`config.mk`:
```
export PLATFORM = sky130hd
export DESIGN_NAME = id_ex_pipeline_reg_flat
export DESIGN_NICKNAME = d
export VERILOG_FILES = /design/src/rtl/id_ex_if.sv /design/src/rtl/id_ex_pipeline_reg.sv /design/src/flat_wrapper.sv
export SDC_FILE = /design/constraint.sdc
export NUM_CORES = 1
export LEC_CHECK = 0
export ABC_AREA = 1
export CELL_PAD_IN_SITES_DETAIL_PLACEMENT = 0
export CELL_PAD_IN_SITES_GLOBAL_PLACEMENT = 1
export CORE_MARGIN = 10
export CORE_UTILIZATION = 28
export DETAILED_ROUTE_END_ITERATION = 8
export GPL_TIMING_DRIVEN = 0
export PLACE_DENSITY = 0.82
export SKIP_LAST_GASP = 1
export SLEW_MARGIN = 25
export SYNTH_ARGS = -nofsm -noshare
export SYNTH_HDL_FRONTEND = slang
export SYNTH_SLANG_ARGS = --single-unit
```
`constraint.sdc`:
```
create_clock -name clk -period 1.5 [get_ports clk]
set_input_delay 0.15 -clock clk [delete_from_list [all_inputs] [get_ports clk]]
set_output_delay 0.15 -clock clk [all_outputs]
set_load 0.05 [all_outputs]
```
`src/rtl/id_ex_if.sv`:
```
// ID/EX boundary bundle: decode-side fields, pipeline control, forwarding
// producers and the EX-side results presented to the ALU.
interface id_ex_if #(
    parameter int DATA_W     = 32,
    parameter int REG_ADDR_W = 4
);
    logic                  ID_Valid;
    logic [DATA_W-1:0]     ID_Op1;
    logic [DATA_W-1:0]     ID_Op2;
    logic [DATA_W-1:0]     ID_Imm;
    logic                  ID_isImmediate;
    logic [21:9]           ID_ALU_Signals;
    logic [REG_ADDR_W-1:0] ID_Rs1;
    logic [REG_ADDR_W-1:0] ID_Rs2;
    logic                  ID_useRs1;
    logic                  ID_useRs2;
    logic [REG_ADDR_W-1:0] ID_Rd;
    logic                  ID_isWb;
    logic                  ID_isLd;
    logic                  ID_isSt;

    logic                  Stall;
    logic                  Flush;

    logic                  MEM_Fwd_Valid;
    logic [REG_ADDR_W-1:0] MEM_Fwd_Rd;
    logic [DATA_W-1:0]     MEM_Fwd_Data;
    logic                  WB_Fwd_Valid;
    logic [REG_ADDR_W-1:0] WB_Fwd_Rd;
    logic [DATA_W-1:0]     WB_Fwd_Data;

    logic                  EX_Valid;
    logic [DATA_W-1:0]     Operand_EX_A;
    logic [DATA_W-1:0]     Operand_EX_B;
    logic [21:9]           ALU_Signals;
    logic [DATA_W-1:0]     EX_StoreData;
    logic [REG_ADDR_W-1:0] EX_Rd;
    logic                  EX_isWb;
    logic                  EX_isLd;
    logic                  EX_isSt;
    logic                  Hazard_Stall;

    modport master (
        output ID_Valid, ID_Op1, ID_Op2, ID_Imm, ID_isImmediate,
        output ID_ALU_Signals, ID_Rs1, ID_Rs2, ID_useRs1, ID_useRs2,
        output ID_Rd, ID_isWb, ID_isLd, ID_isSt,
        output Stall, Flush,
        output MEM_Fwd_Valid, MEM_Fwd_Rd, MEM_Fwd_Data,
        output WB_Fwd_Valid, WB_Fwd_Rd, WB_Fwd_Data,
        input  EX_Valid, Operand_EX_A, Operand_EX_B, ALU_Signals,
        input  EX_StoreData, EX_Rd, EX_isWb, EX_isLd, EX_isSt,
        input  Hazard_Stall
    );

    modport slave (
        input  ID_Valid, ID_Op1, ID_Op2, ID_Imm, ID_isImmediate,
        input  ID_ALU_Signals, ID_Rs1, ID_Rs2, ID_useRs1, ID_useRs2,
        input  ID_Rd, ID_isWb, ID_isLd, ID_isSt,
        input  Stall, Flush,
        input  MEM_Fwd_Valid, MEM_Fwd_Rd, MEM_Fwd_Data,
        input  WB_Fwd_Valid, WB_Fwd_Rd, WB_Fwd_Data,
        output EX_Valid, Operand_EX_A, Operand_EX_B, ALU_Signals,
        output EX_StoreData, EX_Rd, EX_isWb, EX_isLd, EX_isSt,
        output Hazard_Stall
    );
endinterface

```
`src/rtl/id_ex_pipeline_reg.sv`:
```
// ID/EX pipeline register with MEM/WB operand forwarding, stall, flush
// and load-use bubble insertion.
module id_ex_pipeline_reg #(
    parameter int DATA_W     = 32,
    parameter int REG_ADDR_W = 4
) (
    input logic  clk,
    input logic  reset_n,
    id_ex_if.slave bus
);

    typedef struct packed {
        logic                  valid;
        logic [DATA_W-1:0]     op1;
        logic [DATA_W-1:0]     op2;
        logic [DATA_W-1:0]     imm;
        logic                  is_imm;
        logic [21:9]           alu;
        logic [REG_ADDR_W-1:0] rs1;
        logic [REG_ADDR_W-1:0] rs2;
        logic                  use1;
        logic                  use2;
        logic [REG_ADDR_W-1:0] rd;
        logic                  is_wb;
        logic                  is_ld;
        logic                  is_st;
    } slot_t;

    slot_t slot_q;
    slot_t slot_d;
    slot_t id_slot;

    logic              fwd_en1;
    logic              fwd_en2;
    logic              m_hit1;
    logic              w_hit1;
    logic              m_hit2;
    logic              w_hit2;
    logic [DATA_W-1:0] fwd1;
    logic [DATA_W-1:0] fwd2;

    logic              rs1_dep;
    logic              rs2_dep;
    logic              hazard;
    logic              kill;

    // Forwarding only applies to sources the live EX instruction reads.
    assign fwd_en1 = slot_q.valid & slot_q.use1;
    assign fwd_en2 = slot_q.valid & slot_q.use2;

    assign m_hit1 = fwd_en1 & bus.MEM_Fwd_Valid
                  & (bus.MEM_Fwd_Rd == slot_q.rs1);
    assign w_hit1 = fwd_en1 & bus.WB_Fwd_Valid
                  & (bus.WB_Fwd_Rd == slot_q.rs1);
    assign m_hit2 = fwd_en2 & bus.MEM_Fwd_Valid
                  & (bus.MEM_Fwd_Rd == slot_q.rs2);
    assign w_hit2 = fwd_en2 & bus.WB_Fwd_Valid
                  & (bus.WB_Fwd_Rd == slot_q.rs2);

    assign fwd1 = m_hit1 ? bus.MEM_Fwd_Data :
                  w_hit1 ? bus.WB_Fwd_Data  :
                           slot_q.op1;
    assign fwd2 = m_hit2 ? bus.MEM_Fwd_Data :
                  w_hit2 ? bus.WB_Fwd_Data  :
                           slot_q.op2;

    assign rs1_dep = bus.ID_useRs1 & (bus.ID_Rs1 == slot_q.rd);
    assign rs2_dep = bus.ID_useRs2 & (bus.ID_Rs2 == slot_q.rd);

    assign hazard = slot_q.valid & slot_q.is_ld & slot_q.is_wb
                  & bus.ID_Valid & (rs1_dep | rs2_dep);

    always_comb begin
        id_slot        = '0;
        id_slot.valid  = bus.ID_Valid;
        id_slot.op1    = bus.ID_Op1;
        id_slot.op2    = bus.ID_Op2;
        id_slot.imm    = bus.ID_Imm;
        id_slot.is_imm = bus.ID_isImmediate;
        id_slot.alu    = bus.ID_ALU_Signals;
        id_slot.rs1    = bus.ID_Rs1;
        id_slot.rs2    = bus.ID_Rs2;
        id_slot.use1   = bus.ID_useRs1;
        id_slot.use2   = bus.ID_useRs2;
        id_slot.rd     = bus.ID_Rd;
        id_slot.is_wb  = bus.ID_isWb;
        id_slot.is_ld  = bus.ID_isLd;
        id_slot.is_st  = bus.ID_isSt;
    end

    // Flush always kills; a load-use bubble only when not stalled.
    assign kill = bus.Flush | (~bus.Stall & hazard);

    always_comb begin
        slot_d = slot_q;
        if (kill) begin
            slot_d.valid = 1'b0;
            slot_d.alu   = '0;
            slot_d.is_wb = 1'b0;
            slot_d.is_ld = 1'b0;
            slot_d.is_st = 1'b0;
        end else if (bus.Stall) begin
            // Keep a producer that retires during the stall.
            slot_d.op1 = fwd1;
            slot_d.op2 = fwd2;
        end else begin
            slot_d = id_slot;
        end
    end

    always_ff @(posedge clk or negedge reset_n) begin
        if (!reset_n) begin
            slot_q <= '0;
        end else begin
            slot_q <= slot_d;
        end
    end

    assign bus.EX_Valid     = slot_q.valid;
    assign bus.Operand_EX_A = fwd1;
    assign bus.Operand_EX_B = slot_q.is_imm ? slot_q.imm : fwd2;
    assign bus.ALU_Signals  = slot_q.alu;
    assign bus.EX_StoreData = fwd2;
    assign bus.EX_Rd        = slot_q.rd;
    assign bus.EX_isWb      = slot_q.is_wb;
    assign bus.EX_isLd      = slot_q.is_ld;
    assign bus.EX_isSt      = slot_q.is_st;
    assign bus.Hazard_Stall = hazard;

endmodule

```
`src/flat_wrapper.sv`:
```
// flat-port wrapper written by rule: the top's interface ports become plain ports
module id_ex_pipeline_reg_flat 
#(
    parameter int DATA_W     = 32,
    parameter int REG_ADDR_W = 4
)
  (clk, reset_n, bus_ID_Valid, bus_ID_Op1, bus_ID_Op2, bus_ID_Imm, bus_ID_isImmediate, bus_ID_ALU_Signals, bus_ID_Rs1, bus_ID_Rs2, bus_ID_useRs1, bus_ID_useRs2, bus_ID_Rd, bus_ID_isWb, bus_ID_isLd, bus_ID_isSt, bus_Stall, bus_Flush, bus_MEM_Fwd_Valid, bus_MEM_Fwd_Rd, bus_MEM_Fwd_Data, bus_WB_Fwd_Valid, bus_WB_Fwd_Rd, bus_WB_Fwd_Data, bus_EX_Valid, bus_Operand_EX_A, bus_Operand_EX_B, bus_ALU_Signals, bus_EX_StoreData, bus_EX_Rd, bus_EX_isWb, bus_EX_isLd, bus_EX_isSt, bus_Hazard_Stall);
  id_ex_if #(.DATA_W(DATA_W), .REG_ADDR_W(REG_ADDR_W)) bus_i ();
  input logic clk;
  input logic reset_n;
  input wire logic [$bits(bus_i.ID_Valid)-1:0] bus_ID_Valid;
  input wire logic [$bits(bus_i.ID_Op1)-1:0] bus_ID_Op1;
  input wire logic [$bits(bus_i.ID_Op2)-1:0] bus_ID_Op2;
  input wire logic [$bits(bus_i.ID_Imm)-1:0] bus_ID_Imm;
  input wire logic [$bits(bus_i.ID_isImmediate)-1:0] bus_ID_isImmediate;
  input wire logic [$bits(bus_i.ID_ALU_Signals)-1:0] bus_ID_ALU_Signals;
  input wire logic [$bits(bus_i.ID_Rs1)-1:0] bus_ID_Rs1;
  input wire logic [$bits(bus_i.ID_Rs2)-1:0] bus_ID_Rs2;
  input wire logic [$bits(bus_i.ID_useRs1)-1:0] bus_ID_useRs1;
  input wire logic [$bits(bus_i.ID_useRs2)-1:0] bus_ID_useRs2;
  input wire logic [$bits(bus_i.ID_Rd)-1:0] bus_ID_Rd;
  input wire logic [$bits(bus_i.ID_isWb)-1:0] bus_ID_isWb;
  input wire logic [$bits(bus_i.ID_isLd)-1:0] bus_ID_isLd;
  input wire logic [$bits(bus_i.ID_isSt)-1:0] bus_ID_isSt;
  input wire logic [$bits(bus_i.Stall)-1:0] bus_Stall;
  input wire logic [$bits(bus_i.Flush)-1:0] bus_Flush;
  input wire logic [$bits(bus_i.MEM_Fwd_Valid)-1:0] bus_MEM_Fwd_Valid;
  input wire logic [$bits(bus_i.MEM_Fwd_Rd)-1:0] bus_MEM_Fwd_Rd;
  input wire logic [$bits(bus_i.MEM_Fwd_Data)-1:0] bus_MEM_Fwd_Data;
  input wire logic [$bits(bus_i.WB_Fwd_Valid)-1:0] bus_WB_Fwd_Valid;
  input wire logic [$bits(bus_i.WB_Fwd_Rd)-1:0] bus_WB_Fwd_Rd;
  input wire logic [$bits(bus_i.WB_Fwd_Data)-1:0] bus_WB_Fwd_Data;
  output wire logic [$bits(bus_i.EX_Valid)-1:0] bus_EX_Valid;
  output wire logic [$bits(bus_i.Operand_EX_A)-1:0] bus_Operand_EX_A;
  output wire logic [$bits(bus_i.Operand_EX_B)-1:0] bus_Operand_EX_B;
  output wire logic [$bits(bus_i.ALU_Signals)-1:0] bus_ALU_Signals;
  output wire logic [$bits(bus_i.EX_StoreData)-1:0] bus_EX_StoreData;
  output wire logic [$bits(bus_i.EX_Rd)-1:0] bus_EX_Rd;
  output wire logic [$bits(bus_i.EX_isWb)-1:0] bus_EX_isWb;
  output wire logic [$bits(bus_i.EX_isLd)-1:0] bus_EX_isLd;
  output wire logic [$bits(bus_i.EX_isSt)-1:0] bus_EX_isSt;
  output wire logic [$bits(bus_i.Hazard_Stall)-1:0] bus_Hazard_Stall;
  assign bus_i.ID_Valid = bus_ID_Valid;
  assign bus_i.ID_Op1 = bus_ID_Op1;
  assign bus_i.ID_Op2 = bus_ID_Op2;
  assign bus_i.ID_Imm = bus_ID_Imm;
  assign bus_i.ID_isImmediate = bus_ID_isImmediate;
  assign bus_i.ID_ALU_Signals = bus_ID_ALU_Signals;
  assign bus_i.ID_Rs1 = bus_ID_Rs1;
  assign bus_i.ID_Rs2 = bus_ID_Rs2;
  assign bus_i.ID_useRs1 = bus_ID_useRs1;
  assign bus_i.ID_useRs2 = bus_ID_useRs2;
  assign bus_i.ID_Rd = bus_ID_Rd;
  assign bus_i.ID_isWb = bus_ID_isWb;
  assign bus_i.ID_isLd = bus_ID_isLd;
  assign bus_i.ID_isSt = bus_ID_isSt;
  assign bus_i.Stall = bus_Stall;
  assign bus_i.Flush = bus_Flush;
  assign bus_i.MEM_Fwd_Valid = bus_MEM_Fwd_Valid;
  assign bus_i.MEM_Fwd_Rd = bus_MEM_Fwd_Rd;
  assign bus_i.MEM_Fwd_Data = bus_MEM_Fwd_Data;
  assign bus_i.WB_Fwd_Valid = bus_WB_Fwd_Valid;
  assign bus_i.WB_Fwd_Rd = bus_WB_Fwd_Rd;
  assign bus_i.WB_Fwd_Data = bus_WB_Fwd_Data;
  assign bus_EX_Valid = bus_i.EX_Valid;
  assign bus_Operand_EX_A = bus_i.Operand_EX_A;
  assign bus_Operand_EX_B = bus_i.Operand_EX_B;
  assign bus_ALU_Signals = bus_i.ALU_Signals;
  assign bus_EX_StoreData = bus_i.EX_StoreData;
  assign bus_EX_Rd = bus_i.EX_Rd;
  assign bus_EX_isWb = bus_i.EX_isWb;
  assign bus_EX_isLd = bus_i.EX_isLd;
  assign bus_EX_isSt = bus_i.EX_isSt;
  assign bus_Hazard_Stall = bus_i.Hazard_Stall;
  id_ex_pipeline_reg #(.DATA_W(DATA_W), .REG_ADDR_W(REG_ADDR_W)) u_core (.clk(clk), .reset_n(reset_n), .bus(bus_i));
endmodule
```
==> results.py, run 1 <==
metrics = {
    "floorplanning": {
        "die_h_microns": 198,
        "fp.coreArea_sq_um": 31400,
        "fp-row-count": 65,
        "dieWidth_microns": 198,
        "boundaryPins": 324,
        "initial_core_util_pct": 28.3,
        "dieArea_sq_um": 39200,
    },
    "power_and_ir_drop": {
        "p_seq_share_pct": 25.4,
        "ir_drop_mv": 0.758,
        "p_clk_share_pct": 28.6,
        "pwr_density_cell_nw_per_um2": 951,
        "internal-power_uw": 9680,
        "p_leak_uw": 0.00814,
        "pwr-share-comb_pct": 45.9,
        "power.net_switching_uw": 6500,
        "switching_share_pct": 40.2,
    },
    "sta": {
        "worst_slack_ns": -0.919,
        "slew_headroom_pct": 36.5,
        "min_period_over_period_pct": 161,
        "max_freq_mhz": 413,
        "skew_ns": 0.0107,
        "fin_crit_ns": 2.42,
        "worst_pin_slew_ns": 0.953,
        "hold_viol": 0,
        "whs_ns": 0.250,
        "setup_viol": 246,
        "rsz0062_at_grt": "true",
        "final-max-slew-violation-count": 0,
    },
    "logic_synthesis": {
        "synth_cells": 1391,
        "synthArstFlopShare_pct": 100,
        "yosys.cell_count.top_type": "nand2_1",
        "ys_warn_count": 0,
        "yosys.area.top_type_share_pct": 36.1,
        "postSynthRegisterBits": 128,
        "syn-num-nets": 1597,
        "synth_common_cells": "575 x nand2_1, 155 x nor2_1, 132 x nand3_1",
        "synth_area_leaders": "dfrtp_1 36%, nand2_1 24%, nand3_1 7.4%, nand4_1 6.8%, nor2_1 6.6%",
        "yosysSeqAreaShare_pct": 36.1,
        "synth_top_area_cell": "dfrtp_1",
        "synth.distinct_cells": 28,
        "avgSynthCellArea_sq_um": 6.38,
        "synth-edff-count": 0,
        "synthFlopType": "dfrtp_1",
        "syn_area_sq_um": 8880,
    },
    "cts": {
        "ctsLongestPathBuffers": 2,
        "clk_pin_slew_ns": 0.07,
        "root_buffer": "clkbuf_16",
        "cts_tree": "done",
        "htreeDepth": 4,
        "cts_buffers": 17,
        "insertion_delay_ns": 0.43,
        "clock_sinks": 128,
    },
    "flow_run": {
        "maxCapViolCount": 0,
    },
    "critical_path": {
        "critPathMaxFanout": 10,
        "worst_ep_arrival_time_ns": 2.27,
        "worst_path_max_delay_cell": "dfrtp_1",
        "crit_path_start": "u_core.slot_q[10]$_DFFE_PN0P_",
        "crit_type": "flop to output port",
        "slowest_delay_ns": 0.41,
        "path_cells": "buf_4 > nand2_1 > a21oi_2 > nand3_4 > inv_6 > buf_8 > nand2_1 > a31oi_4 > buf_8",
        "endpoint_kind": "output port",
        "required_ns": 1.35,
        "critPathTopFamily": "buffers and inverters",
        "cp.buffers_inverters": 4,
        "r2r_start": "u_core.slot_q[14]$_DFFE_PN0P_",
        "start_kind": "flop",
    },
    "global_routing": {
        "grt_overflow_total": 0,
        "grt_pass1_wl_mm": 67.2,
        "grt.total_usage_pct": 22.8,
        "antenna_found_initial": 7,
        "grt_max_degree": 67,
        "grt_pass1_vias": 11100,
    },
    "detailed_routing": {
        "ant_nets": 0,
        "drt_iter0_drc": 829,
        "wirelength_mm": 47.4,
        "dr.pass1.iters": 6,
        "post_drt_via_cell_ratio": 4.96,
        "drc": 0,
        "wire_per_inst_microns": 21.3,
        "vias": 11000,
    },
    "cells_and_area": {
        "syn2layout_area_growth_pct": 91.6,
        "multi_input_area_sq_um": 6730,
        "nets": 2011,
        "final_cells": 2224,
        "fill_cells": 2909,
        "drive_above_1_share_pct": 33.4,
        "regArea_sq_um": 3210,
    },
    "run_status": {
        "status": "finished, violations left",
        "failed_checks": "negative setup slack",
    },
    "placement": {
        "portBuffers": 322,
        "gp_congestion": 0.908,
        "hpwlAfterDp_mm": 35.6,
        "dp.cells": 2116,
    },
    "hold_path": {
        "hp-class": "input port to async pin",
    },
}
worst register-to-register path: cells and delay by family, from the launching register on:
| family | cells | cell delay [ns] |
|---|---|---|
| AO/OA/AOI/OAI | 1 | 0.13 |
| AND/OR/NAND/NOR | 8 | 0.69 |
| buffers and inverters | 6 | 0.86 |
| flip-flops | 1 | 0.41 |
cell type report:
class                      count  area share (%)
antenna                        4          0.0588
clock buffer                  17            2.50
sequential                   128            18.9
timing repair inverter         1          0.0515
inverter                     125            2.86
timing repair buffer         398            26.6
tap                          402            2.96
clock inverter                15            1.21
buffer                       101            5.31
multi-input combinational   1033            39.6
cell families after synthesis:
family	Yosys count	share of synthesized area [%]
and+or+nand+nor	978	47.2
buffers and inverters	230	12.4
DFF	128	36.1
AOI/OAI and AO/OA	47	3.40
xor gates and xnor gates	8	0.958
flip-flops by register name (all words and copies together) (netlist names):
register,cells
u_core.bus.ALU_Signals,13
u_core.bus.EX_Rd,4
u_core.bus.EX_Valid,1
u_core.bus.EX_isLd,1
u_core.bus.EX_isSt,1
u_core.bus.EX_isWb,1
u_core.slot_q,107
placed cells by master (no fill, tap or decap), drive strengths merged:
master,count
a31oi,32
nor2,158
buf,232
nand2,577
clkdlybuf4s50,224
dfrtp,128
nand4,96
inv,127
xor2,3
clkbuf,59
bufinv,4
o21ai,11
nand3,146
diode,4
or2,1
a21oi,4
clkinvlp,2
xnor2,5
dlygate4sd3,1
clkinv,8
path summary, 6_finish.rpt:
kind	cells past startpoint	end	slack, ns
worst min-delay path	2	u_core.slot_q[35]$_DFFE_PN0P_	0.25
worst max register to register	15	u_core.slot_q[114]$_DFFE_PN0N_	-0.63
worst min register to register	2	u_core.slot_q[77]$_DFFE_PN0N_	0.48
min in group clk	3	u_core.slot_q[57]$_DFFE_PN0P_	0.25
worst max-delay path	9	bus_Operand_EX_B[23]	-0.92
max in group asynchronous	3	u_core.bus.EX_isLd$_DFFE_PN0P_	0.50
metrics by stage:
stage | total power (uW) | utilization (%) | TNS (ns) | cell area (sq um) | setup WS [ns]
final | 16200 | 54.2 | -123.50 | 17000 | -0.919
after global routing | 16900 | 54.2 | -147.24 | 17000 | -1.00
after CTS | 15600 | 49.4 | -134.86 | 15500 | -0.897
after detailed placement | 10300 | 43.9 | -212.77 | 13800 | -1.50
after global placement | 10300 | 43.8 | -914.86 | 13800 | -6.02
after floorplan | 8010 | - | -28.04 | 10000 | -0.297
power by group through the flow:
stage               sequential, uW  combinational (uW)  clock (uW)
finish                        4120                7430        4630
global route                  4160                7870        4840
CTS                           4100                6790        4690
detailed placement            4160                6180           0
global placement              4150                6150           0
floorplan                     4120                3890           0
per-layer routing:
metal | GRT usage [%] | share of wire (%)
met1 | 28.1 | 41
met2 | 37.3 | 47
met3 | 7.89 | 9.1
met4 | 5.84 | 2.0
met5 | 0 | 0.13
repair_timing:
item / CTS / global route
setup buffers: 33 / 32
gates cloned: 6 / 11
setup endpoints to repair: 246 / 246
gates resized for setup: 788 / 322
pin swaps: 41 / 119
hold buffers: 1 / 0
hold endpoints to repair: 62 / 0
Power figures use the tool's default switching activity.
==> run 2: changes to the inputs <==
- CORE_ASPECT_RATIO: unset -> 0.5
- CORE_UTILIZATION: 28 -> 39
- DONT_BUFFER_PORTS: unset -> 1
- PLACE_DENSITY: 0.82 -> 0.8
==> results.py, run 2 (same netlist as run 1, synthesis figures left out) <==
metrics = {
    "placement": {
        "hpwlAfterDp_mm": 33.5,
        "portBuffers": 0,
        "gp_congestion": 0.928,
        "dp.cells": 1691,
    },
    "cells_and_area": {
        "layout_common_cells": "458 x nand2_1, 150 x nor2_1, 140 x dlygate4sd3_1",
        "final_cells": 1921,
        "drive_above_1_share_pct": 26.4,
        "mostFrequentLayoutCell": "nand2_1",
        "largest_reg_flops": 107,
        "syn2layout_area_growth_pct": 55.9,
        "nets": 1812,
        "regArea_sq_um": 3210,
        "multi_input_area_sq_um": 6270,
        "fill_cells": 1969,
        "fin_util_pct": 62.9,
        "top_register": "u_core.slot_q",
    },
    "detailed_routing": {
        "ant_nets": 0,
        "drt_iter0_drc": 972,
        "dr.pass1.iters": 5,
        "vias": 10600,
        "wire_per_inst_microns": 23.0,
        "drc": 0,
        "post_drt_via_cell_ratio": 5.50,
        "wirelength_mm": 44.2,
    },
    "cts": {
        "htreeDepth": 4,
        "cts_buffers": 17,
        "insertion_delay_ns": 0.45,
        "ctsLongestPathBuffers": 2,
        "clk_pin_slew_ns": 0.07,
        "cts_tree": "done",
        "root_buffer": "clkbuf_16",
        "clock_sinks": 128,
    },
    "critical_path": {
        "endpoint_kind": "output port",
        "rr_endpoint": "u_core.slot_q[123]$_DFFE_PN0N_",
        "crit_type": "flop to output port",
        "ff2ff_path_depth": 14,
        "start_kind": "flop",
        "reg2reg_slack_ns": -0.67,
        "r2r_start": "u_core.bus.EX_Valid$_DFFE_PN0P_",
        "required_ns": 1.35,
        "critPathMaxFanout": 6,
        "worst_ep_arrival_time_ns": 2.38,
    },
    "sta": {
        "fin_crit_ns": 2.53,
        "worst_slack_ns": -1.03,
        "final-max-slew-violation-count": 0,
        "hold_viol": 128,
        "worst_pin_slew_ns": 0.802,
        "whs_ns": -0.610,
        "setup_viol": 225,
        "slew_headroom_pct": 46.5,
        "min_period_over_period_pct": 168,
        "skew_ns": 0.00937,
        "max_freq_mhz": 396,
        "rsz0062_at_grt": "true",
    },
    "floorplanning": {
        "dieArea_sq_um": 29600,
        "fp-row-count": 38,
        "fp.coreArea_sq_um": 22000,
        "initial_core_util_pct": 40.3,
        "die_h_microns": 127,
        "boundaryPins": 324,
        "dieWidth_microns": 233,
    },
    "power_and_ir_drop": {
        "p_leak_uw": 0.00689,
        "fin_total_pwr_uw": 14300,
        "pwr_density_cell_nw_per_um2": 1030,
        "ir_drop_mv": 0.692,
    },
    "global_routing": {
        "antenna_found_initial": 2,
        "use_met3_pct": 8.39,
        "grt_pass1_vias": 10000,
        "use_met2_pct": 44.4,
        "grtUsageMet1_pct": 37.6,
        "busiest_layer": "met2",
        "grt_pass1_wl_mm": 63.7,
        "grt_max_degree": 129,
        "grt_overflow_total": 0,
        "grt.total_usage_pct": 28.5,
    },
    "run_status": {
        "failed_checks": "negative hold slack, negative setup slack",
        "status": "finished, violations left",
    },
    "flow_run": {
        "maxCapViolCount": 0,
    },
    "hold_path": {
        "hp-class": "input port to async pin",
    },
}
-- run 2: changes by cell type in the layout (fill, tap and decap cells not counted), sizes merged --
cell / before / now
clkinvlp: 2 / 3
dlygate4sd3: 1 / 140
inv: 127 / 126
clkbuf: 59 / 45
diode: 4 / 2
buf: 232 / 134
clkinv: 8 / 6
clkdlybuf4s50: 224 / 0
-- run 2: through the flow --
| step | setup WS, ns | setup TNS (ns) | cell area, sq um |
|---|---|---|---|
| after floorplan | -0.297 | -28.04 | 10000 |
| after global placement | -0.816 | -106.52 | 10400 |
| after detailed placement | -0.843 | -109.88 | 10400 |
| after CTS | -0.980 | -133.06 | 12900 |
| after global routing | -1.09 | -143.20 | 13800 |
| final | -1.03 | -124.49 | 13800 |
-- run 2: layout make-up --
class	count	area share, %
diodes	2	0.0362
plain buffers	104	5.99
clock buffers	18	3.10
clock inverters	14	1.47
inverters	125	3.53
multi-input cells	1033	45.3
flip-flops and latches	128	23.2
well taps	300	2.71
repair buffers	197	14.7
-- run 2: how the worst max path moves through the flow --
stage                                    startpoint                   end  slack (ns)  cells past startpoint
finish              u_core.bus.EX_Valid$_DFFE_PN0P_   bus_Operand_EX_B[5]       -1.03                      8
global route        u_core.bus.EX_Valid$_DFFE_PN0P_   bus_Operand_EX_B[0]       -1.09                      8
CTS                 u_core.bus.EX_Valid$_DFFE_PN0P_   bus_EX_StoreData[4]       -0.98                      7
detailed placement    u_core.slot_q[30]$_DFFE_PN0P_  bus_Operand_EX_B[25]       -0.84                      5
global placement      u_core.slot_q[30]$_DFFE_PN0P_  bus_Operand_EX_B[25]       -0.82                      5
floorplan           u_core.bus.EX_Valid$_DFFE_PN0P_  bus_Operand_EX_B[17]       -0.30                      7
-- run 2: what timing repair did --
| item | CTS | global route |
|---|---|---|
| buffers inserted | 20 | 31 |
| hold buffers | 139 | 1 |
| gates resized for setup | 68 | 150 |
| setup endpoints to repair | 225 | 225 |
| endpoints found under the hold margin | 256 | 129 |
| pin swaps | 48 | 71 |
| gates cloned | 3 | 3 |
-- run 2: metal layers --
| metal | wire (microns) | part of all wire [%] |
|---|---|---|
| met5 | 0 | 0 |
| met2 | 20200 | 46 |
| met4 | 1220 | 2.8 |
| met1 | 19100 | 43 |
| met3 | 3720 | 8.4 |
-- run 2: worst max-delay path, cell delays in order (launching register included) --
cell and delay [ns]:
dfrtp_4 0.58, nand3_4 0.11, nor2_4 0.15, nand3_4 0.15, buf_6 0.17, clkbuf_16 0.15
nand2_2 0.07, nand3_4 0.09, a31oi_4 0.45
-- run 2: power breakdown --
part,switching [uW],total (uW),internal (uW)
combinational,3890,5480,1600
clock,1830,4640,2810
sequential,301,4160,3860
total,6020,14300,8260
==> edit: new RTL, flow settings as in run 2 <==
Reset style: synchronous (`reset_n`), changed in one clocked block.
--- a/src/rtl/id_ex_pipeline_reg.sv
+++ b/src/rtl/id_ex_pipeline_reg.sv
@@ -110,3 +110,3 @@
 
-    always_ff @(posedge clk or negedge reset_n) begin
+    always_ff @(posedge clk) begin
         if (!reset_n) begin
Check against the original RTL: differs if reset_n is asserted again (counterexample within 4 cycles, from zero or initial values and one cycle with reset_n low); with reset_n held inactive, the same outputs for 4 cycles.
==> edit against run 2 <==
Largest power group is now the clock network; largest cell class unchanged; worst setup slack improved by 23 ps; via count fell by 0.65%; area after synthesis shrank 3.0%; sequential cell count did not move; design area rose by 5.0%; critical endpoint is now bus_Operand_EX_B[19]; maximum frequency up 0.93%; critical path depth is 1 higher; routed wire length down 8.4%; total power fell by 15%; combinational power is 30% lower; count of clock-buffer cells in the layout increased by 4; the flow finishes with violations (negative setup slack); register-to-register slack gained 170 ps.
==> edit: results <==
group,metric,value,unit
placed_design,hpwlAfterDp,29.86,mm
power,p_leak,0.006481,uW
status,status,"complete, but fails checks",
routing,drt_iter0_markers,853,
status,violations,"negative setup slack",
global_routing,grtUsageMet1,0.3170,
sta,setup_tns,-118130,ps
worst_setup_path,r2r_end,"u_core.slot_q[106]$_SDFFE_PN0N_",
worst_setup_path,critPathMaxFanout,8,
sta,setup_violations,209,
synth,avgSynthCellArea,5.724,sq um
worst_setup_path,r2r_setup_slack,-500,ps
placed_design,placed_cells,1805,
global_routing,grt_pass1_wl,59.28,mm
worst_setup_path,r2r_start,"u_core.bus.EX_Valid$_SDFFE_PP0N_",
global_routing,met2_usage,0.4437,
routing,met3WireLength,2.996,mm
global_routing,grt_max_degree,17,
worst_setup_path,arrival,2350,ps
routing,wl,40.49,mm
placed_design,gp_congestion,0.8875,
cells_and_area,seq_share,0.1779,
global_routing,track_usage,0.2624,
synth,synthTopCellsByArea,"dfxtp_1 30%, nand2_1 24%, nand3_1 7.7%",
sta,whs,119.8,ps
synth,synth_flop_cell,"dfxtp_1",
sta,layout_setup_ws,-1004,ps
cells_and_area,multiInputGateArea,7550,sq um
routing,post_drt_wl_per_cell,20.22,um
cells_and_area,n_fill_cell,1868,
worst_setup_path,critPathMaxStageDelay,500,ps
sta,finClkSkew,11.13,ps
cells_and_area,clkbuf_count,22,
edit: where the power goes:
group / switching, uW / internal, uW
Combinational: 2630 / 1230
Clock: 1690 / 2910
Sequential: 97.0 / 3620
Total: 4420 / 7760
edit: timing repair:
item | CTS | global route
pin swaps | 52 | 115
hold buffers | 128 | 1
gates cloned | 4 | 11
gates resized for setup | 120 | 221
hold endpoints to repair | 128 | 2
buffers inserted | 17 | 6
setup endpoints to repair | 225 | 225
edit: cells by family (layout without fill, tap and decap cells):
logic type | Yosys count | in the layout | share of synthesized area
simple gates | 966 | 966 | 0.4768
buf+inv | 286 | 483 | 0.1480
flops | 128 | 128 | 0.2975
compound gates | 117 | 117 | 0.06870
xor+xnor | 8 | 8 | 0.009006
other cells | 0 | 1 | 0
edit: worst max-delay path, delay by kind of cell (launching register included):
kind	cells	cell delay (ps)
flip-flops	1	500
AND/OR/NAND/NOR	7	950
buffers and inverters	1	230
AO/OA/AOI/OAI	1	200
